===== config.mk =====
export PLATFORM = sky130hd
export DESIGN_NAME = rf_wb_scoreboard
export DESIGN_NICKNAME = d
export VERILOG_FILES = /design/src/rtl/rf_wb_scoreboard.sv
export SDC_FILE = /design/constraint.sdc
export NUM_CORES = 1
export LEC_CHECK = 0
export BUFFER_PORTS_ARGS = -buffer_cell sky130_fd_sc_hd__buf_2
export CORE_ASPECT_RATIO = 1.75
export CORE_MARGIN = 3
export CORE_UTILIZATION = 23
export DETAILED_ROUTE_END_ITERATION = 8
export PLACE_DENSITY = 0.49
export SLEW_MARGIN = 20
export SYNTH_ARGS = -nofsm -noshare
export SYNTH_HDL_FRONTEND = slang
export SYNTH_SLANG_ARGS = --single-unit

===== constraint.sdc =====
create_clock -name clk -period 8.01 [get_ports clk]
set_input_delay 0.801 -clock clk [delete_from_list [all_inputs] [get_ports clk]]
set_output_delay 0.801 -clock clk [all_outputs]
set_load 0.03 [all_outputs]

===== src/rtl/rf_wb_scoreboard.sv =====
// Register-file scoreboard and single-write-port arbiter: tracks in-flight writes per
// register to stall issue on RAW/WAW-overflow, and shares the RF write port between A and B.
module rf_wb_scoreboard #(
    parameter int STARVE_MAX = 4,
    parameter int CNT_W      = 2
) (
    input  logic        clk,
    input  logic        rst_n,
    input  logic        iss_valid,
    output logic        iss_ready,
    input  logic [4:0]  iss_rs1,
    input  logic [4:0]  iss_rs2,
    input  logic [4:0]  iss_rd,
    input  logic        iss_use_rs1,
    input  logic        iss_use_rs2,
    input  logic        iss_wr,
    input  logic        wa_valid,
    input  logic [4:0]  wa_rd,
    input  logic [31:0] wa_data,
    output logic        wa_ready,
    input  logic        wb_valid,
    input  logic [4:0]  wb_rd,
    input  logic [31:0] wb_data,
    output logic        wb_ready,
    output logic        rf_we,
    output logic [4:0]  rf_a3,
    output logic [31:0] rf_wd,
    output logic        pend_any,
    output logic        err
);

    localparam logic [CNT_W-1:0] CNT_MAX  = {CNT_W{1'b1}};
    localparam logic [3:0]       STARVE_T = 4'(STARVE_MAX);

    // cnt[0] exists only to keep indexing uniform; it never leaves zero.
    logic [CNT_W-1:0] cnt [32];
    logic [3:0]       starve;
    logic             err_q;

    logic             grant_b;
    logic             iss_fire;
    logic             commit_nz;
    logic [31:0]      inc_vec;
    logic [31:0]      dec_vec;

    // B takes the port only when it is alone or has been refused STARVE_MAX times.
    assign grant_b  = wb_valid && (!wa_valid || (starve == STARVE_T));
    assign wb_ready = grant_b;
    assign wa_ready = wa_valid && !grant_b;
    assign rf_we    = wa_valid || wb_valid;
    assign rf_a3    = grant_b ? wb_rd   : wa_rd;
    assign rf_wd    = grant_b ? wb_data : wa_data;

    assign commit_nz = rf_we && (rf_a3 != 5'd0);
    assign err       = err_q;

    always_comb begin
        iss_ready = 1'b1;
        if (iss_use_rs1 && (iss_rs1 != 5'd0) && (cnt[iss_rs1] != '0))
            iss_ready = 1'b0;
        if (iss_use_rs2 && (iss_rs2 != 5'd0) && (cnt[iss_rs2] != '0))
            iss_ready = 1'b0;
        if (iss_wr && (iss_rd != 5'd0) && (cnt[iss_rd] == CNT_MAX))
            iss_ready = 1'b0;
    end

    assign iss_fire = iss_valid && iss_ready && iss_wr && (iss_rd != 5'd0);

    always_comb begin
        inc_vec  = '0;
        dec_vec  = '0;
        pend_any = 1'b0;
        for (int r = 1; r < 32; r++) begin
            inc_vec[r] = iss_fire  && (iss_rd == 5'(r));
            dec_vec[r] = commit_nz && (rf_a3  == 5'(r));
        end
        for (int r = 0; r < 32; r++)
            pend_any = pend_any | (cnt[r] != '0);
    end

    always_ff @(posedge clk or negedge rst_n) begin
        if (!rst_n) begin
            for (int r = 0; r < 32; r++)
                cnt[r] <= '0;
            starve <= '0;
            err_q  <= 1'b0;
        end else begin
            // Simultaneous issue and commit on one register cancel out.
            for (int r = 0; r < 32; r++) begin
                if (inc_vec[r] && !dec_vec[r])
                    cnt[r] <= cnt[r] + CNT_W'(1);
                else if (dec_vec[r] && !inc_vec[r] && (cnt[r] != '0))
                    cnt[r] <= cnt[r] - CNT_W'(1);
            end
            if (commit_nz && (cnt[rf_a3] == '0))
                err_q <= 1'b1;
            if (!wb_valid || grant_b)
                starve <= '0;
            else if (starve != STARVE_T)
                starve <= starve + 4'd1;
        end
    end

endmodule


==> flow_summary_export.csv, run 1 <==
group,metric,value,unit
status,status,"complete, no violations",
power,p_per_area,173,nW/um^2
placement,post_dp_cell_area,7840,um^2
logic_synthesis,synth_top_cell_area_share,0.243,
clocking,cts_buffers,9,
worst_setup_path,cp.arrival,3.07,ns
sta,slew_headroom,0.334,
finish,drive_gt1_frac,0.307,
placement,dp.cells,1292,
floorplanning,core,29400,um^2
flow_run,cap_violations,0,
logic_synthesis,synth_nets,910,
finish,design_area,8130,um^2
worst_setup_path,criticalPathCategory,"primary input to primary output",
clocking,h-tree-depth,3,
floorplanning,die_height,235,um
grt,grt_pass1_vias,6830,
finish,num-nets-final,1020,
logic_synthesis,yosysTopAreaCell,"dfrtp_1",
logic_synthesis,synthArstFlopShare,1.00,
logic_synthesis,syn_area,6890,um^2
logic_synthesis,ys_ff_latch,67,
clocking,clockBufferDepth,2,
sta,period_share,0.483,
worst_setup_path,start_kind,"primary input",
sta,fin_crit,3.87,ns
clocking,cts_root_buffer,"clkbuf_16",
worst_setup_path,cp.required,7.21,ns
finish,multi_input_area,4810,um^2
clocking,clk_latency,0.36,ns
grt,grt_first_pass_wirelength,40400,um
finish,register_area,1680,um^2
logic_synthesis,syn-mean-instance-area,8.50,um^2
clocking,ctsHoldBuffers,0,
route,vias_per_cell,5.34,
worst_setup_path,endpoint_kind,"primary output",
finish,final_common_cell,"buf_2",
clocking,cts.clk_slew.worst_paths,0.06,ns
power,power_leakage,3.24,nW
route,drtPass1Iterations,7,
logic_synthesis,synth-main-ff-cell,"dfrtp_1",
route,avgRoutedWirePerCell,20.2,um
sta,clock_skew,0.0110,ns
clocking,cts.sinks,67,
floorplanning,start_util,0.234,
power,ir_drop,65.0,uV
sta,final_hold_viol_count,0,
floorplanning,ios,140,
finish,fin_cells,1307,
finish,antenna_cells,0,
placement,gp_congestion,0.911,
placement,io_buffers,139,
logic_synthesis,synthCells,811,
clocking,postCtsSetupBuffers,0,
floorplanning,die_width,137,um
worst_setup_path,worstPathMaxFanout,29,
power,p_total,0.00141,W
logic_synthesis,synth_edf_count,0,
sta,final-max-slew-violation-count,0,
placement,dp.final_hpwl,20200,um
grt,globalRouteTotalUtil,0.164,
finish,fill_cells,3191,
logic_synthesis,synth_area_leaders,"dfrtp_1, mux4_2, mux2_2",
grt,grt_overflow,0,
sta,rsz0062_at_grt,"false",
grt,antenna_found_initial,1,
logic_synthesis,ys_seq_area_frac,0.243,
grt,grt_max_degree,68,
route,dr_total_vias,6976,
min_path,hp-class,"flop to flop",
sta,tightest_slew,0.999,ns
floorplanning,rows,83,
floorplanning,die_area,32200,um^2
clocking,cts-resized-gates,0,
sta,setup_slack,4.14,ns
clocking,cts_tree,"yes",
sta,fmax,0.259,GHz
logic_synthesis,synth_cell_type_count,83,
route,drt_drc_violations_left,0,
sta,setup_viol,0,
route,wl,26400,um
route,postRouteAntennaNets,0,
route,drtIter0Drc,385,
sta,finalSetupTns,0,ns
finish,layout-area-overhead-vs-synth,18.0,%
finish,final_cell_mix,"buf_2, nor2_1, nand2_1",
logic_synthesis,yosysWarnings,0,
placement,dp_slack,3.95,ns
[registers in the layout, summed over array words and instances, names as in the netlist]
register,count
cnt,62
starve,4
err,1
[Yosys cell counts, types with 11 or more instances]
master	n
a211oi_2	11
nand3_1	43
nand4_1	11
dfrtp_1	67
o22ai_1	13
nor2_1	126
nand3_2	14
a31oi_1	11
inv_1	34
buf_2	15
a21oi_1	13
mux4_2	23
nor2b_1	11
nand2_1	71
o21ai_0	17
mux2_2	45
nor3_1	25
mux2i_1	16
clkbuf_1	15
o2111ai_1	14
and3_1	20
a311oi_1	11
[critical path: stages]
cell,delay (ns)
buf_2,0.47
mux2_2,0.40
a311oi_1,0.29
or4b_1,0.16
o211ai_1,0.12
a211oi_2,0.25
nand2_4,0.25
inv_1,0.10
buf_2,0.19
[stage by stage]
| stage | hold WS [ns] | utilization |
|---|---|---|
| floorplan | 0.454 | - |
| global route | 0.537 | 0.277 |
| CTS | 0.495 | 0.277 |
| global placement | 0.480 | 0.267 |
| finish | 0.492 | 0.277 |
| detailed placement | 0.487 | 0.267 |
[where the power goes]
group | switching, W | internal, W | leakage [nW]
clock network | 0.000161 | 0.000256 | 0.146
logic | 0.000312 | 0.000202 | 2.24
registers | 0.0000884 | 0.000388 | 0.850
total | 0.000562 | 0.000846 | 3.24
[final timing paths]
kind | slack [ns] | cells after the start | start | end
worst max-delay path | 4.14 | 9 | iss_rd[1] | iss_ready
worst min-delay path | 0.49 | 1 | err | err
worst max register to register | 4.30 | 10 | starve[0] | cnt[51]
worst min register to register | 0.49 | 1 | err | err
max in group asynchronous | 6.75 | 1 | rst_n | cnt[58]
min in group asynchronous | 0.55 | 1 | rst_n | cnt[36]
[final cells by class]
class                   instances  share of cell area
clock buffers                  13              0.0320
repair buffers                145              0.0914
multi-input cells             664               0.592
well taps                     382              0.0588
inverters                      34              0.0157
clock inverters                 2             0.00431
flip-flops and latches         67               0.206
[per-layer routing]
metal | track usage | wire (um) | up-vias
met2 | 0.278 | 13700 | 198
met3 | 0.0298 | 958 | 66
met5 | 0 | 11 | -
li1 | - | - | 3293
met4 | 0.0987 | 1470 | 2
met1 | 0.188 | 10200 | 3417
[cells by family (layout without fill, tap and decap cells)]
logic type | Yosys count | in the layout | synth area share
simple gates | 390 | 390 | 0.297
compound gates | 177 | 177 | 0.208
mux | 88 | 88 | 0.179
buf+inv | 80 | 194 | 0.0599
flops | 67 | 67 | 0.243
xor+xnor | 7 | 7 | 0.00890
fa+ha+maj | 2 | 2 | 0.00363
No activity file was read; power rests on OpenSTA's default activity.
==> run 2: changes to the inputs <==
==> constraint.sdc (replaced) <==
create_clock -name clk -period 3.9 [get_ports clk]
set_input_delay 0.39 -clock clk [delete_from_list [all_inputs] [get_ports clk]]
set_output_delay 0.39 -clock clk [all_outputs]
set_load 0.03 [all_outputs]
==> flow_summary_export.csv, run 2 (synthesis gave the netlist of run 1 again) <==
group,metric,value,unit
worst_setup_path,criticalPathCategory,"flop to primary output",
clocking,h-tree-depth,3,
finish,fin_cells,1315,
grt,grt_max_degree,68,
route,drtPass1Iterations,5,
power,p_per_area,359,nW/um^2
route,postRouteAntennaNets,0,
clocking,cts-resized-gates,0,
clocking,clk_latency,0.36,ns
worst_setup_path,path_buf_inv,2,
finish,largest_reg_flops,62,
sta,fmax,0.298,GHz
finish,layout-area-overhead-vs-synth,19.4,%
placement,dp.final_hpwl,20500,um
clocking,ctsHoldBuffers,0,
min_path,hp-class,"primary input to asynchronous set/reset pin",
status,status,"complete, no violations",
power,p_total,0.00295,W
worst_setup_path,path_cells,"nor2_1 > mux4_2 > nand2_1 > o211ai_1 > o211a_2 > nand2_4 > inv_1 > buf_2",
clocking,clockBufferDepth,2,
finish,antenna_cells,0,
sta,period_share,0.861,
worst_setup_path,endpoint_kind,"primary output",
floorplanning,core,29400,um^2
sta,rsz0062_at_grt,"false",
grt,grt_pass1_vias,7048,
route,wl,26300,um
finish,final_cell_mix,"buf_2, nor2_1, nand2_1",
worst_setup_path,path_depth,8,
clocking,cts_tree,"yes",
route,drt_drc_violations_left,0,
route,drtIter0Drc,525,
clocking,postCtsSetupBuffers,0,
worst_setup_path,slowest_delay,0.50,ns
grt,antenna_found_initial,1,
floorplanning,start_util,0.234,
worst_setup_path,cpLargestDelayFamily,"simple AND/OR/NAND/NOR gates",
sta,finalSetupTns,0,ns
finish,final_util,0.280,
sta,final-max-slew-violation-count,0,
floorplanning,ios,140,
worst_setup_path,ff2ff_path_depth,10,
route,dr_total_vias,7010,
power,ir_drop,196,uV
sta,setup_viol,0,
flow_run,cap_violations,0,
grt,grt_first_pass_wirelength,40700,um
worst_setup_path,cp.arrival,2.97,ns
sta,tightest_slew,0.977,ns
grt,grt_overflow,0,
sta,final_hold_viol_count,0,
worst_setup_path,worstPathMaxFanout,26,
placement,gp_congestion,0.933,
worst_setup_path,cp_slowest_cell,"nor2_1",
sta,fin_crit,3.36,ns
floorplanning,die_area,32200,um^2
finish,final_common_cell,"buf_2",
worst_setup_path,start_kind,"flop",
sta,setup_slack,0.540,ns
sta,clock_skew,0.00818,ns
finish,fill_cells,3137,
floorplanning,die_height,235,um
worst_setup_path,cp.required,3.51,ns
clocking,cts.sinks,67,
route,avgRoutedWirePerCell,20.0,um
sta,slew_headroom,0.349,
floorplanning,rows,83,
finish,num-nets-final,1027,
placement,dp.cells,1299,
clocking,cts_buffers,9,
floorplanning,die_width,137,um
placement,dp_slack,0.636,ns
clocking,cts.clk_slew.worst_paths,0.06,ns
clocking,cts_root_buffer,"clkbuf_16",
route,vias_per_cell,5.33,
grt,globalRouteTotalUtil,0.163,
placement,io_buffers,139,
finish,top_register,"cnt",
power,power_leakage,3.29,nW
finish,drive_gt1_frac,0.315,
run 2: changes by cell type in the layout (fill, tap and decap cells not counted), sizes merged:
| cell | delta |
|---|---|
| clkinvlp | +1 |
| clkinv | +1 |
| buf | +7 |
| clkbuf | -1 |
run 2: area by class of cell:
type                       instances  area, um^2  area share
clock buffer                      12         267      0.0324
clock inverter                     4        47.5     0.00578
inverter                          34         128      0.0155
multi-input combinational        664        4810       0.585
sequential                        67        1680       0.204
tap                              382         478      0.0581
timing repair buffer             152         821      0.0997
run 2: per-stage QoR:
step | hold slack [ns] | area [um^2]
after floorplan | 0.0944 | 6890
after global placement | 0.474 | 7920
after detailed placement | 0.477 | 7920
after CTS | 0.239 | 8230
after global routing | 0.269 | 8230
final | 0.167 | 8230
run 2: final timing paths:
path,startpoint,end,slack [ns]
max,cnt[28],iss_ready,0.54
min,rst_n,cnt[39],0.17
max reg2reg,starve[0],err,0.64
min reg2reg,starve[0],starve[0],0.48
max in group asynchronous,rst_n,cnt[20],3.07
min in group clk,wb_valid,starve[1],0.39
run 2: per-layer routing:
metal,global-route usage,share of wire,vias to the layer above
met1,0.182,0.38,3463
met2,0.286,0.52,178
met5,0,0.00038,-
li1,-,-,3295
met4,0.0987,0.062,2
met3,0.0259,0.033,72
run 2: power by group:
part / total, W / internal (W) / switching (W)
combinational: 0.00107 / 0.000429 / 0.000643
clock: 0.000898 / 0.000545 / 0.000353
sequential: 0.000982 / 0.000797 / 0.000185
total: 0.00295 / 0.00177 / 0.00118
